[config.mk]
export PLATFORM = sky130hd
export DESIGN_NAME = if_id_register
export DESIGN_NICKNAME = d
export VERILOG_FILES = /design/src/rtl/if_id_register.sv
export SDC_FILE = /design/constraint.sdc
export NUM_CORES = 1
export LEC_CHECK = 0
export ABC_AREA = 1
export ABC_CLOCK_PERIOD_IN_PS = 3830
export CAP_MARGIN = 20
export CELL_PAD_IN_SITES_DETAIL_PLACEMENT = 1
export CELL_PAD_IN_SITES_GLOBAL_PLACEMENT = 1
export CORE_MARGIN = 4
export CORE_UTILIZATION = 30
export CTS_CLUSTER_DIAMETER = 120
export DETAILED_ROUTE_END_ITERATION = 8
export DONT_BUFFER_PORTS = 1
export GPL_ROUTABILITY_DRIVEN = 1
export PLACE_DENSITY = 0.68
export REMOVE_ABC_BUFFERS = 1
export SLEW_MARGIN = 25
export SYNTH_ARGS = -nofsm -noshare
export SYNTH_HDL_FRONTEND = slang
export SYNTH_SLANG_ARGS = --single-unit
export TNS_END_PERCENT = 5
[constraint.sdc]
create_clock -name clock -period 3.83 [get_ports clock]
set_input_delay 0.383 -clock clock [delete_from_list [all_inputs] [get_ports clock]]
set_output_delay 0.383 -clock clock [all_outputs]
set_load 0.03 [all_outputs]
[src/rtl/if_id_register.sv]
// ----------------------------------------------------------------------------
// if_id_register
//
// Fetch-to-decode pipeline register for the MIPS datapath. Captures the
// fetched instruction word and PC+4 once per clock, with flush (bubble
// insertion) taking priority over stall (hold), which takes priority over a
// normal load. Decoded instruction fields are pure slices of the registered
// word, so they arrive with no latency beyond the register itself.
//
// Parameters:
//   NOP_WORD     instruction word loaded on reset, flush and bubbles
//   COUNT_WIDTH  width of the saturating stall/flush event counters
//
// Ports:
//   clock            rising-edge clock
//   reset_n          asynchronous active-low reset
//   in_pc_plus4      PC+4 from the fetch stage
//   in_instruction   instruction word from instruction memory
//   in_valid         fetch stage holds a real instruction this cycle
//   stall            hazard unit request: hold current contents
//   flush            branch/jump resolution: insert a bubble
//   out_pc_plus4     registered PC+4
//   out_instruction  registered instruction word
//   out_valid        registered word is a real instruction, not a bubble
//   out_opcode .. out_jaddr  field slices of out_instruction
//   stall_count      cycles in which a stall took effect (saturating)
//   flush_count      cycles in which a flush took effect (saturating)
// ----------------------------------------------------------------------------
module if_id_register #(
  parameter logic [31:0] NOP_WORD    = 32'h0000_0000,
  parameter int unsigned COUNT_WIDTH = 16
) (
  input  logic                   clock,
  input  logic                   reset_n,
  input  logic [31:0]            in_pc_plus4,
  input  logic [31:0]            in_instruction,
  input  logic                   in_valid,
  input  logic                   stall,
  input  logic                   flush,
  output logic [31:0]            out_pc_plus4,
  output logic [31:0]            out_instruction,
  output logic                   out_valid,
  output logic [5:0]             out_opcode,
  output logic [4:0]             out_rs,
  output logic [4:0]             out_rt,
  output logic [4:0]             out_rd,
  output logic [4:0]             out_shamt,
  output logic [5:0]             out_funct,
  output logic [15:0]            out_imm16,
  output logic [25:0]            out_jaddr,
  output logic [COUNT_WIDTH-1:0] stall_count,
  output logic [COUNT_WIDTH-1:0] flush_count
);

  localparam logic [COUNT_WIDTH-1:0] CountOne = {{(COUNT_WIDTH-1){1'b0}}, 1'b1};

  logic [31:0]            r_instruction;
  logic [31:0]            r_pc_plus4;
  logic                   r_valid;
  logic [COUNT_WIDTH-1:0] r_stall_count;
  logic [COUNT_WIDTH-1:0] r_flush_count;

  // A stall only counts as taking effect when no flush overrides it.
  logic w_stall_taken;
  logic w_load;
  logic w_stall_sat;
  logic w_flush_sat;

  assign w_stall_taken = stall & ~flush;
  assign w_load        = ~stall & ~flush;
  assign w_stall_sat   = &r_stall_count;
  assign w_flush_sat   = &r_flush_count;

  // Pipeline contents. Flush leaves the PC untouched: only the instruction
  // is squashed. A bubble loaded with in_valid=0 still tracks the PC so that
  // downstream PC-relative logic sees a sensible value.
  always_ff @(posedge clock or negedge reset_n) begin
    if (!reset_n) begin
      r_instruction <= NOP_WORD;
      r_pc_plus4    <= 32'h0000_0000;
      r_valid       <= 1'b0;
    end else if (flush) begin
      r_instruction <= NOP_WORD;
      r_valid       <= 1'b0;
    end else if (w_load) begin
      r_pc_plus4 <= in_pc_plus4;
      if (in_valid) begin
        r_instruction <= in_instruction;
        r_valid       <= 1'b1;
      end else begin
        r_instruction <= NOP_WORD;
        r_valid       <= 1'b0;
      end
    end
  end

  // Saturating event counters for hazard-unit debug.
  always_ff @(posedge clock or negedge reset_n) begin
    if (!reset_n) begin
      r_stall_count <= '0;
      r_flush_count <= '0;
    end else begin
      if (w_stall_taken && !w_stall_sat) begin
        r_stall_count <= r_stall_count + CountOne;
      end
      if (flush && !w_flush_sat) begin
        r_flush_count <= r_flush_count + CountOne;
      end
    end
  end

  assign out_instruction = r_instruction;
  assign out_pc_plus4    = r_pc_plus4;
  assign out_valid       = r_valid;
  assign stall_count     = r_stall_count;
  assign flush_count     = r_flush_count;

  assign out_opcode = r_instruction[31:26];
  assign out_rs     = r_instruction[25:21];
  assign out_rt     = r_instruction[20:16];
  assign out_rd     = r_instruction[15:11];
  assign out_shamt  = r_instruction[10:6];
  assign out_funct  = r_instruction[5:0];
  assign out_imm16  = r_instruction[15:0];
  assign out_jaddr  = r_instruction[25:0];

endmodule

# Word level (Yosys, flattened, before mapping)

Index checks and enable logic that the tools add are counted.

Input port bits: 69
Output and inout bits: 171
Register bits after elaboration: 97

Bitwise operators: 4
Reductions and logical operators: 8
Mux-type cells: 6
$add $sub $neg: 2

Operators by type and width:

| kind                                                            | count |
|---|---|
| 32-bit 2-to-1 mux                                               | 3 |
| 16-bit by 1-bit adder with 16-bit output, second input constant | 2 |
| 16-bit AND reduction                                            | 2 |
| 1-bit 2-to-1 mux                                                | 3 |
| 1-bit bitwise AND                                               | 2 |
| 1-bit logical AND                                               | 2 |
| 1-bit zero test                                                 | 2 |
| 1-bit NOT                                                       | 2 |
| 2-bit AND reduction                                             | 1 |
| 2-bit nonzero test                                              | 1 |

# Longest topological paths before layout

Depth after elaboration: 4
Gate-level depth with buffers: 9

# Least setup slack after synthesis

OpenSTA, ideal clock, no wires.

Path kind: register -> register
Start point: register r_flush_count[0] (netlist: flush_count[0])
End point: register r_flush_count[12] (netlist: flush_count[12])
Path slack: 2.191 ns
Cell stages (with the launch flop): 8
Buffers on the path: 0
Arrival: 1.504 ns
Required time: 3.695 ns
Path through: dfrtp_1 > ha_1 > inv_1 > nor2_4 > nand2_1 > nor2_1 > nand2_1 > xnor2_1

Word-level cells in the longest chain between the ends: 3
Elaborated cells on any way between the ends: 4

RTL lines:

| item                                                                                             | line | source |
|---|---|---|
| from (decl)                                                                                      | 61   | `logic [COUNT_WIDTH-1:0] r_flush_count;` |
| from (signal assigned)                                                                           | 107  | `r_flush_count <= r_flush_count + CountOne;` |
| parallel branches: the longest is 3 deep, another holds 16-bit by 1-bit adder with 16-bit output | n/a  |  |

Parallel ways; which one is timed is not known.
A chain may end at the register's enable or synchronous reset.

# Final worst setup path

Start point: register r_flush_count[0] (netlist: flush_count[0])
End point: register r_flush_count[4] (netlist: flush_count[4])

The elaborated chain is that of the path after synthesis.

==> results.py <==
metrics = {
    "worst_hold_path": {
        "worst_hold_path.endpoint": "out_pc_plus4[14]",
        "hp-class": "in -> reg",
        "whs_path_depth": 1,
        "hold_start": "in_pc_plus4[14]",
    },
    "sta": {
        "setup-tns-final_ns": 0,
        "grt_setup_unrepaired": "no",
        "period_share_pct": 49.6,
        "setup_violations": 0,
        "slew_violations": 0,
        "worstMarginPinSlew_ns": 1.08,
        "max_clock_freq_mhz": 526,
        "layout_setup_ws_ns": 1.93,
        "skew_ns": 0.00879,
        "slew_headroom_pct": 28.0,
        "period_minus_slack_ns": 1.90,
        "hold_viol_final": 0,
    },
    "clock_tree": {
        "cts_tree": "built",
        "cts_sinks": 97,
        "clk_latency_ns": 0.35,
        "cts_setup_buffers": 0,
        "htree_num_levels": 3,
        "cts_max_path_buffers": 2,
        "cts-root-buf": "clkbuf_16",
        "cts_resized": 0,
        "cts_buffers": 9,
        "clk_pin_slew_ns": 0.08,
    },
    "logic_synthesis": {
        "syn_area_sq_um": 4930,
        "synth_area_leaders": "dfrtp_1, buf_4, nand2_1",
        "synth_cells": 495,
        "syn_avg_cell_area_sq_um": 9.96,
        "synth_ff_type": "dfrtp_1",
        "yosys.area.top_type": "dfrtp_1",
        "netlist_top_cells_count": "nand2_1, dfrtp_1, buf_4, a32o_1, nor2_1",
        "ys_seq_area_share_pct": 49.2,
        "synth_edf_count": 0,
        "synth_cell_types": 27,
        "synth_warnings": 0,
        "async_reset_ff_share_pct": 100,
        "synth_top_area_share_pct": 49.2,
        "synth_seq_cells": 97,
        "synth.most_common_cell": "nand2_1",
    },
    "routing": {
        "drc_errors": 0,
        "wire_per_inst_um": 21.2,
        "vias": 3238,
        "routed_via_density": 5.02,
        "drt_wl_total_mm": 13.7,
        "first_pass_iters": 4,
        "ant_nets": 0,
        "drt_iter0_markers": 117,
    },
    "place": {
        "gp_congestion": 0.762,
        "place_ws_ns": 1.84,
        "io_buffers": 0,
        "dp_hpwl_mm": 10.4,
        "place_area_sq_um": 4610,
    },
    "floorplanning": {
        "initial_core_util_pct": 30.8,
        "dieWidth_um": 136,
        "die_y_um": 136,
        "core.rowCount": 46,
        "ioPinCount": 240,
        "core_sq_um": 16000,
        "die_area_sq_um": 18600,
    },
    "setup_path": {
        "r2r-end": "flush_count[4]",
        "critPathKind": "reg -> reg",
        "setup.worst_path.end_class": "register",
        "cpPeakStageDelay_ns": 0.62,
        "critical_path_arrival_ns": 2.18,
        "rr_worst_depth": 9,
        "crit_required_ns": 4.11,
        "crit_fanout": 10,
        "crit_chain": "ha_1 -> inv_1 -> nor2_4 -> nand2_1 -> inv_1 -> nand2_2 -> nand2_2 -> nand2_1 -> nand2_1",
        "r2r-start": "flush_count[0]",
        "startpoint_type": "register",
        "r2r_setup_slack_ns": 1.93,
        "critPathSlowestCell": "dfrtp_1",
        "worst_path_most_repeated_cell": "nand2_1",
    },
    "final_layout": {
        "stdcell_area_sq_um": 4930,
        "areaGrowthSynthToFinish_pct": 0.0507,
        "n_antenna_cell": 0,
        "drive_gt1_share_pct": 18.2,
        "num-nets-final": 495,
    },
    "global_routing": {
        "grt_max_degree": 98,
        "overflow": 0,
        "grt_pass1_wl_mm": 20.9,
        "antenna_found_initial": 2,
        "grt_pass1_vias": 3480,
        "track_usage_pct": 14.8,
    },
    "power": {
        "power_leakage_nw": 2.11,
        "ir_drop_uv": 187,
        "p_switching_w": 0.00101,
        "internal_power_w": 0.00171,
        "power.density_nw_per_um2": 552,
        "pwr-share-seq_pct": 58.0,
        "power_frac_comb_pct": 10.1,
        "switching_share_pct": 37.1,
        "clkPwrFrac_pct": 31.9,
    },
    "job": {
        "drv_cap": 0,
    },
    "outcome": {
        "outcome": "finished, final reports clean",
    },
}
## metrics by stage
stage	hold slack [ns]	power (W)	util, %	instances
floorplan	0.0874	0.00175	-	407
global placement	0.0900	0.00184	28.8	627
CTS	0.153	0.00277	30.8	645
finish	0.176	0.00272	30.8	645
global route	0.153	0.00286	30.8	645
detailed placement	0.0898	0.00186	28.8	627
## worst max-delay path: cells and delay by family, from the launching register on
family / cells / cell delay, ns
AND/OR/NAND/NOR: 6 / 0.72
flip-flops: 1 / 0.62
adder cells (fa/ha/maj): 1 / 0.31
buffers and inverters: 2 / 0.18
## power by group through the flow
stage / clock [W] / combinational (W) / sequential (W)
final: 0.000868 / 0.000274 / 0.00158
after detailed placement: 0 / 0.000254 / 0.00161
after global routing: 0.000946 / 0.000312 / 0.00160
after floorplan: 0 / 0.000207 / 0.00154
after CTS: 0.000903 / 0.000282 / 0.00159
after global placement: 0 / 0.000238 / 0.00160
## registers in the layout, summed over array words and instances, names as in the netlist
| name | cells |
|---|---|
| out_valid | 1 |
| flush_count | 16 |
| out_instruction | 32 |
| stall_count | 16 |
| out_pc_plus4 | 32 |
## timing repair
| action | 4_1_cts | 5_1_grt |
|---|---|---|
| hold buffers | 2 | 0 |
| endpoints found under the hold margin | 97 | 0 |
| setup endpoints to repair | 0 | 0 |
## worst max path at each step
| stage | start | endpoint | cells past startpoint |
|---|---|---|---|
| 5_1_grt | flush_count[0] | flush_count[10] | 8 |
| 2_1_floorplan | stall | out_pc_plus4[0] | 2 |
| 6_report | flush_count[0] | flush_count[4] | 9 |
| 3_3_place_gp | flush | out_pc_plus4[0] | 3 |
| 3_5_place_dp | flush | out_pc_plus4[1] | 3 |
| 4_1_cts | flush_count[0] | flush_count[12] | 7 |
## layout make-up
cell class | count | area [sq um]
fillers | 1879 | 11100
flip-flops and latches | 97 | 2440
multi-input cells | 282 | 1770
well taps | 216 | 270
clock buffers | 10 | 229
inverters | 28 | 105
repair buffers | 6 | 67.6
clock inverters | 6 | 51.3
## placed cells by master (no fill, tap or decap), drive strengths merged
| master | instances |
|---|---|
| nand2 | 123 |
| xor2 | 2 |
| nor3 | 3 |
| clkinv | 1 |
| mux2 | 32 |
| nor2 | 38 |
| clkinvlp | 3 |
| ha | 2 |
| dlygate4sd3 | 1 |
| clkbuf | 10 |
| inv | 30 |
| nand3 | 13 |
| a22o | 1 |
| nand3b | 4 |
| xnor2 | 8 |
| a32o | 32 |
| dfrtp | 97 |
| buf | 5 |
| nand4 | 13 |
| o21ai | 11 |
## logic make-up (layout without fill, tap and decap cells)
family | after synthesis | count (layout) | share of synthesized area [%]
XOR/XNOR | 10 | 10 | 1.78
adder cells (fa/ha/maj) | 2 | 2 | 0.507
AO/OA/AOI/OAI | 44 | 44 | 7.79
multiplexers | 32 | 32 | 8.60
buffers and inverters | 116 | 50 | 15.0
flip-flops | 97 | 97 | 49.2
AND/OR/NAND/NOR | 194 | 194 | 17.1
## routing by layer
layer	vias to the layer above	global-route usage (%)	wire length, um
li1	1437	-	-
met5	-	0	21
met3	17	6.37	1230
met4	4	5.10	186
met2	137	25.4	7130
met1	1643	16.5	5100
(Power assumes the default switching activity.)
